File: config.mk
export PLATFORM = sky130hd
export DESIGN_NAME = max_pool_sched
export DESIGN_NICKNAME = d
export VERILOG_FILES = /design/src/rtl/max_pool_defs.sv /design/src/rtl/pool_addr_gen.sv /design/src/rtl/max_pool_sched.sv
export SDC_FILE = /design/constraint.sdc
export NUM_CORES = 1
export LEC_CHECK = 0
export ABC_CLOCK_PERIOD_IN_PS = 2700
export CAP_MARGIN = 20
export CORE_ASPECT_RATIO = 0.8
export CORE_MARGIN = 2
export CORE_UTILIZATION = 53
export CTS_CLUSTER_SIZE = 30
export DETAILED_ROUTE_END_ITERATION = 7
export PLACE_DENSITY_LB_ADDON = 0.12
export SLEW_MARGIN = 20
export SYNTH_ARGS = -nofsm -noshare
export SYNTH_HDL_FRONTEND = slang
export SYNTH_SLANG_ARGS = --single-unit
File: constraint.sdc
create_clock -name sclk -period 2.7 [get_ports sclk]
set_input_delay 0.405 -clock sclk [delete_from_list [all_inputs] [get_ports sclk]]
set_output_delay 0.405 -clock sclk [all_outputs]
set_load 0.01 [all_outputs]
File: src/rtl/max_pool_defs.sv
// Shared definitions for the max_pool layer scheduler: FSM encodings,
// pool stride encoding and the output-count width.
`timescale 1ns/1ps
package max_pool_defs;

    typedef enum logic [2:0] {
        ST_IDLE  = 3'd0,
        ST_PAD   = 3'd1,
        ST_ROW   = 3'd2,
        ST_GAP   = 3'd3,
        ST_DRAIN = 3'd4,
        ST_DONE  = 3'd5
    } state_e;

    localparam logic STRIDE_2  = 1'b0;
    localparam logic STRIDE_1  = 1'b1;
    localparam int   OUT_CNT_W = 16;

endpackage

File: src/rtl/pool_addr_gen.sv
// Column/row counters and incremental BRAM address for a row-major feature map.
// The address simply advances by one per read, so it runs straight across row boundaries.
`timescale 1ns/1ps
module pool_addr_gen
    import max_pool_defs::*;
#(
    parameter int COL_W  = 8,
    parameter int ROW_W  = 8,
    parameter int ADDR_W = 12
) (
    input  logic              sclk,
    input  logic              s_rst_n,
    input  logic              load,
    input  logic [ADDR_W-1:0] base,
    input  logic [COL_W-1:0]  width,
    input  logic [ROW_W-1:0]  height,
    input  logic              step,
    output logic [ADDR_W-1:0] addr,
    output logic              row_end,
    output logic              last_row
);

    logic [COL_W-1:0]  col_q,  col_d;
    logic [ROW_W-1:0]  row_q,  row_d;
    logic [ADDR_W-1:0] addr_q, addr_d;

    assign row_end  = (col_q == width  - COL_W'(1));
    assign last_row = (row_q == height - ROW_W'(1));
    assign addr     = addr_q;

    always_comb begin
        col_d  = col_q;
        row_d  = row_q;
        addr_d = addr_q;
        if (load) begin
            col_d  = '0;
            row_d  = '0;
            addr_d = base;
        end else if (step) begin
            addr_d = addr_q + ADDR_W'(1);
            if (row_end) begin
                col_d = '0;
                row_d = row_q + ROW_W'(1);
            end else begin
                col_d = col_q + COL_W'(1);
            end
        end
    end

    always_ff @(posedge sclk or negedge s_rst_n) begin
        if (!s_rst_n) begin
            col_q  <= '0;
            row_q  <= '0;
            addr_q <= '0;
        end else begin
            col_q  <= col_d;
            row_q  <= row_d;
            addr_q <= addr_d;
        end
    end

endmodule

File: src/rtl/max_pool_sched.sv
// Sequences one max_pool_8ch layer pass: BRAM row reads with inter-row gaps,
// pool handshake (padding_start, stride, data valid), drain wait and done pulse.
`timescale 1ns/1ps
module max_pool_sched
    import max_pool_defs::*;
#(
    parameter int COL_W     = 8,
    parameter int ROW_W     = 8,
    parameter int ADDR_W    = 12,
    parameter int GAP       = 3,
    parameter int RD_LAT    = 1,
    parameter int DRAIN_CYC = 16
) (
    input  logic                 sclk,
    input  logic                 s_rst_n,
    input  logic                 start,
    input  logic                 abort,
    input  logic [COL_W-1:0]     cfg_width,
    input  logic [ROW_W-1:0]     cfg_height,
    input  logic                 cfg_stride,
    input  logic [ADDR_W-1:0]    cfg_base_addr,
    output logic                 busy,
    output logic                 done,
    output logic                 rd_en,
    output logic [ADDR_W-1:0]    rd_addr,
    output logic                 padding_start,
    output logic                 pool_stride,
    output logic                 data_in_vld,
    input  logic                 pool_out_vld,
    output logic [OUT_CNT_W-1:0] out_cnt
);

    localparam int DRAIN_LEN = RD_LAT + DRAIN_CYC;
    localparam int CNT_W     = $clog2(DRAIN_LEN + GAP + 1);

    function automatic logic [OUT_CNT_W-1:0] sat_inc(input logic [OUT_CNT_W-1:0] v);
        return (&v) ? v : v + OUT_CNT_W'(1);
    endfunction

    state_e                 state_q,   state_d;
    logic [CNT_W-1:0]       cnt_q,     cnt_d;
    logic [COL_W-1:0]       width_q,   width_d;
    logic [ROW_W-1:0]       height_q,  height_d;
    logic                   stride_q,  stride_d;
    logic [RD_LAT-1:0]      vld_dly_q, vld_dly_d;
    logic [OUT_CNT_W-1:0]   out_cnt_q, out_cnt_d;

    logic accept;
    logic row_end;
    logic last_row;

    assign accept        = (state_q == ST_IDLE) && start && !abort;
    assign busy          = (state_q != ST_IDLE);
    assign done          = (state_q == ST_DONE);
    assign rd_en         = (state_q == ST_ROW);
    assign padding_start = (state_q == ST_PAD);
    assign pool_stride   = stride_q;
    assign data_in_vld   = vld_dly_q[RD_LAT-1];
    assign out_cnt       = out_cnt_q;

    pool_addr_gen #(
        .COL_W  (COL_W),
        .ROW_W  (ROW_W),
        .ADDR_W (ADDR_W)
    ) u_addr_gen (
        .sclk     (sclk),
        .s_rst_n  (s_rst_n),
        .load     (accept),
        .base     (cfg_base_addr),
        .width    (width_q),
        .height   (height_q),
        .step     (rd_en),
        .addr     (rd_addr),
        .row_end  (row_end),
        .last_row (last_row)
    );

    always_comb begin
        state_d  = state_q;
        cnt_d    = cnt_q;
        width_d  = width_q;
        height_d = height_q;
        stride_d = stride_q;

        case (state_q)
            ST_IDLE: begin
                if (accept) begin
                    width_d  = cfg_width;
                    height_d = cfg_height;
                    stride_d = cfg_stride ? STRIDE_1 : STRIDE_2;
                    state_d  = (cfg_width == '0 || cfg_height == '0) ? ST_DONE : ST_PAD;
                end
            end
            ST_PAD: state_d = ST_ROW;
            ST_ROW: begin
                if (row_end) begin
                    if (last_row) begin
                        state_d = ST_DRAIN;
                        cnt_d   = CNT_W'(DRAIN_LEN - 1);
                    end else begin
                        state_d = ST_GAP;
                        cnt_d   = CNT_W'(GAP - 1);
                    end
                end
            end
            ST_GAP: begin
                if (cnt_q == '0) state_d = ST_ROW;
                else             cnt_d   = cnt_q - CNT_W'(1);
            end
            ST_DRAIN: begin
                if (cnt_q == '0) state_d = ST_DONE;
                else             cnt_d   = cnt_q - CNT_W'(1);
            end
            ST_DONE: state_d = ST_IDLE;
            default: state_d = ST_IDLE;
        endcase

        if (abort && state_q != ST_IDLE) state_d = ST_IDLE;

        // data_in_vld follows rd_en by RD_LAT cycles; abort empties the line
        vld_dly_d = '0;
        if (!abort) begin
            vld_dly_d[0] = rd_en;
            for (int i = 1; i < RD_LAT; i++) vld_dly_d[i] = vld_dly_q[i-1];
        end

        out_cnt_d = out_cnt_q;
        if (state_q == ST_PAD)         out_cnt_d = '0;
        else if (busy && pool_out_vld) out_cnt_d = sat_inc(out_cnt_q);
    end

    always_ff @(posedge sclk or negedge s_rst_n) begin
        if (!s_rst_n) begin
            state_q   <= ST_IDLE;
            cnt_q     <= '0;
            width_q   <= '0;
            height_q  <= '0;
            stride_q  <= STRIDE_2;
            vld_dly_q <= '0;
            out_cnt_q <= '0;
        end else begin
            state_q   <= state_d;
            cnt_q     <= cnt_d;
            width_q   <= width_d;
            height_q  <= height_d;
            stride_q  <= stride_d;
            vld_dly_q <= vld_dly_d;
            out_cnt_q <= out_cnt_d;
        end
    end

endmodule
After elaboration in Yosys (flattened, before gate mapping)
Index checks and enable logic that the tools add are counted.

$add $sub $neg: 7. Equality and inequality tests: 14. Mux-type cells: 25. Reductions and logical operators: 22.

Operators with widths (number): 2-to-1 mux 16 bit (3); 2-to-1 mux 8 bit (6); 2-to-1 mux 12 bit (2); 2-to-1 mux 3 bit (7); adder 16 x 1 -> 16 bit (second input constant) (1); adder 8 x 1 -> 8 bit (second input constant) (2); == test 8 bit (2); zero test 8 bit (2); AND reduction 16 bit (1); subtractor 8 x 1 -> 8 bit (second input constant) (2); 2-to-1 mux 5 bit (3); one-hot mux 3 bit (5 select lines) (1); adder 12 x 1 -> 12 bit (second input constant) (1); one-hot mux 5 bit (2 select lines) (1); nonzero test 2 bit (4); == test 3 x 2 -> 1 bit (second input constant) (2); == test 3 bit (second input constant) (2); inequality test 3 bit (second input constant) (2); AND reduction 2 bit (3); zero test 5 bit (1); subtractor 5 x 1 -> 5 bit (second input constant) (1); logical AND 1 bit (4); inequality test 2 bit (second input constant) (2); AND reduction 4 bit (1); other kinds (11) (12).

Bits in registers: 70. Input port bits: 34. Output and inout port bits: 34. Word-level logic and storage cells: 78.

Logic depth before layout (Yosys ltp)
Depth in word-level cells: 6. Gate-level depth with buffers: 9.

Cells and area by module
A second synthesis with hierarchy kept.

Cell total of the unflattened synthesis: 441. Area total of the unflattened synthesis: 4235.3 um^2.

Modules (own cells, without submodules): max_pool_sched (times used 1, cells each 221, area each 2262.2 um^2, seq. area each 1051.0 um^2); pool_addr_gen (times used 1, cells each 220, area each 1973.1 um^2, seq. area each 700.7 um^2).

Worst setup path after synthesis
Ideal clock, no wire load.

Path type: reg2reg. Start point: register width_q[0]. End point: register u_addr_gen.row_q[7]. Setup time: 0.132 ns. Arrival: 2.117 ns. Required time: 2.568 ns. Path slack: 0.451 ns. Cell stages (with the launch flop): 8. Period minus slack after synthesis: 2.249 ns. Cells stage by stage: dfrtp_1 > or4_4 > a2111oi_4 > nor3_2 > nor4_4 > nand4_1 > xor2_1 > nor2_1.

Longest elaborated chain between the ends: 4.

Ends and longest elaborated chain: start: declaration (RTL line max_pool_sched.sv:42) `logic [COL_W-1:0] width_q, width_d;`; start signal: assignment (RTL line max_pool_sched.sv:144) `width_q <= width_d;`; subtractor 8 x 1 -> 8 bit (RTL line pool_addr_gen.sv:27) `assign row_end = (col_q == width - COL_W'(1));`; == test 8 bit (RTL line pool_addr_gen.sv:27); nonzero test 2 bit (no source line); AND reduction 2 bit (no source line); end signal: assignment (RTL line pool_addr_gen.sv:57) `row_q <= row_d;`; end: declaration (RTL line pool_addr_gen.sv:24) `logic [ROW_W-1:0] row_q, row_d;`.

Every way passes these cells. A chain may end at the register's enable or synchronous reset.

Worst setup path after layout
Start point: register state_q[1]. End point: output port rd_en.

Longest elaborated chain between the ends: 1.

Ends and longest elaborated chain: start: declaration (RTL line max_pool_sched.sv:40) `state_e state_q, state_d;`; start signal: assignment (RTL line max_pool_sched.sv:142) `state_q <= state_d;`; == test 3 x 2 -> 1 bit (RTL line max_pool_sched.sv:55) `assign rd_en = (state_q == ST_ROW);`; end: declaration (RTL line max_pool_sched.sv:24) `output logic rd_en,`.

Every way passes these cells.

==> metrics.yaml <==
synthesis:
  synth_ff_type: "dfrtp_1"
  yosys_warnings: 0
  yosys.area.top_type_share_pct: 44.79
  yosys.cell_types.count: 46
  syn_area_sq_um: 3911
  synth.avg_cell_area_sq_um: 8.809
  count_of_flip_flops_with_a_built_in_enable_after_synthesis: 0
  post_synthesis_net_count: 486
  synthCells: 444
  synth.yosys.seq_area_share_pct: 44.79
  synth.top_cells.by_area: "dfrtp_1 (45%), nand2_1 (8.1%), xor2_1 (6.7%)"
  synth_top_area_cell: "dfrtp_1"
  yosys_register_bits: 70
  ys_async_sr_fraction_pct: 100.0
sta:
  final_number_of_max_transition_violations: 0
  slew_at_the_pin_closest_to_its_max_slew_limit_ns: 0.7233
  slew-limit-headroom_pct: 51.78
  final_min_period_over_clock_period_pct: 93.98
  finalHoldViolCount: 0
  grt_setup_unrepaired: "no"
  clock-skew-final_ns: 0.008211
  timing.final.crit_period_ns: 2.538
  fin_tns_setup_ns: 0
  fmax_ghz: 0.3941
  report.final.setup_viol: 0
global_routing:
  grt_pass1_wl_mm: 15.12
  globalRouteMet1Util_pct: 31.00
  grt_max_degree: 32
  antenna_found_initial: 0
  via_count_of_the_first_global_routing_pass: 3307
  global_route.overflow_total: 0
  met3_routing_resource_usage_after_global_routing_pct: 5.250
  groute.layer.met2.usage_pct: 39.12
  gr-max-usage-layer: "met2"
  grtUsageTotal_pct: 23.45
clocking:
  cts_inserted_buffers: 9
  worst_skew_pair.late_latency_ns: 0.34
  holdBufCountCts: 0
  cts.repair.resized: 0
  cts_max_path_buffers: 2
  post_cts.repair.setup_buffers: 0
  clk_pin_slew_ns: 0.07
  numClockSinks: 70
  tritoncts: "yes"
  ctsHtreeMaxLevel: 3
  clockRootBuffer: "clkbuf_8"
finish:
  flow.area_growth_from_synthesis_pct: 26.01
  fillerInstances: 563
  n_antenna_cell: 0
  final-instance-count-excl-fill: 610
  finish.net_count: 560
  post_route_cells_drive_above_1_share_pct: 7.266
die:
  initial_utilization_pct: 55.66
  die-area_sq_um: 8087
  core.rowCount: 27
  core-area_sq_um: 7027
  die_w_um: 100.0
  die_h_um: 80.84
  boundaryPins: 68
pwr:
  worst_ir_drop_vdd_uv: 566.0
  power_leakage_nw: 2.174
  cellPowerDensity_nw_per_um2: 937.8
  power_mw: 4.622
route:
  route.detailed.drc: 0
  detailedRoute.firstPassIterationCount: 4
  postRouteWirelength_mm: 8.633
  drt-vias-per-instance: 5.459
  num_vias: 3330
  wire_per_inst_um: 14.15
  drt_antenna_net_count: 0
  dr.first_iter.drc_count: 139
place:
  place.port_buffers: 67
  placed_cells: 594
  gpl.final_weighted_congestion: 0.8559
  dp.final_hpwl_mm: 6.411
critical_path:
  arrival_ns: 2.13
  r2r.worst_path.cells: 9
  worstSetupEndpointType: "output port"
  maximum_net_fanout_on_the_critical_path: 9
  worst_ep_required_time_ns: 2.30
  path_class: "register to output port"
  critical_path.startpoint_type: "register"
run_status:
  outcome: "complete, no violations"
hold_path:
  worstHoldPathType: "input port to asynchronous set/reset pin"
flow_run:
  drv.max_cap_violation_count: 0
[worst max-delay path, stage by stage (launching register included)]
cell,delay [ns]
dfrtp_1,0.52
inv_1,0.13
or3_1,0.40
clkinv_1,0.17
clkdlybuf4s50_1,0.57
[worst paths after layout]
check	startpoint	endpoint	slack, ns
worst min register to register	pool_stride	pool_stride	0.51
worst max-delay path	state_q[1]	rd_en	0.16
min in group sclk	pool_stride	pool_stride	0.51
max in group asynchronous	s_rst_n	width_q[4]	1.90
worst max register to register	width_q[0]	state_q[2]	0.33
worst min-delay path	s_rst_n	u_addr_gen.addr[1]	0.12
[through the flow]
stage	cell area, sq um	utilization (%)	hold slack [ns]	worst slack (ns)
CTS	4928	70.14	0.1252	0.1511
finish	4928	70.14	0.1169	0.1625
detailed placement	4736	67.40	0.4918	0.3474
floorplan	3911	-	0.1094	0.4511
global placement	4736	67.40	0.4634	0.4483
global route	4928	70.14	0.1547	0.02679
[layout make-up]
type                    count  area (sq um)  area share (%)
repair buffers             78         760.7           15.44
clock inverters             3         43.79          0.8885
inverters                  16         60.06           1.219
well taps                  87         108.9           2.209
multi-input cells         343          2054           41.69
flip-flops and latches     70          1752           35.54
clock buffers              13         148.9           3.021
[routing by layer]
layer	wire, um	vias up	part of all wire, %
met1	4260	1582	49
li1	-	1661	-
met5	0	-	0
met2	3937	78	46
met4	84	0	0.97
met3	351	9	4.1
[cells by family after synthesis]
| family | synth area share (%) |
|---|---|
| adders and majority gates | 2.559 |
| DFF | 44.79 |
| and+or+nand+nor | 27.32 |
| muxes | 0.7678 |
| AOI/OAI and AO/OA | 9.917 |
| xor gates and xnor gates | 11.64 |
| buffers and inverters | 3.007 |
[registers in the layout (all words and copies together) (netlist names)]
register / count
u_addr_gen.row_q: 8
out_cnt: 16
width_q: 8
pool_stride: 1
u_addr_gen.col_q: 8
u_addr_gen.addr: 12
data_in_vld: 1
height_q: 8
cnt_q: 5
state_q: 3
[Yosys cell counts (all sizes together) (8+ instances only)]
| master | number |
|---|---|
| nand2 | 84 |
| dfrtp | 70 |
| nor2 | 48 |
| xor2 | 30 |
| xnor2 | 22 |
| nand3 | 20 |
| o21ai | 19 |
| a21oi | 15 |
| inv | 15 |
| clkbuf | 14 |
| and3 | 10 |
| nand4 | 9 |
| nor4 | 9 |
| ha | 8 |
| nor3 | 8 |
[layout by cell type, fill, tap and decap left out, drive strengths merged, types with 8 or more instances in the layout]
cell type	synthesis	final
clkdlybuf4s50	0	66
a21oi	15	15
nand3	20	20
nor2	48	48
dfrtp	70	70
inv	15	15
o21ai	19	19
clkbuf	14	13
buf	1	12
nor4	9	9
xor2	30	30
nand2	84	84
nand4	9	9
xnor2	22	22
and3	10	10
nor3	8	8
ha	8	8
[where the power goes]
part | total (mW) | internal (mW) | switching (mW)
registers | 1.80 | 1.37 | 0.428
logic | 1.99 | 0.968 | 1.02
clock network | 0.831 | 0.454 | 0.378
No activity file was read; power rests on OpenSTA's default activity.
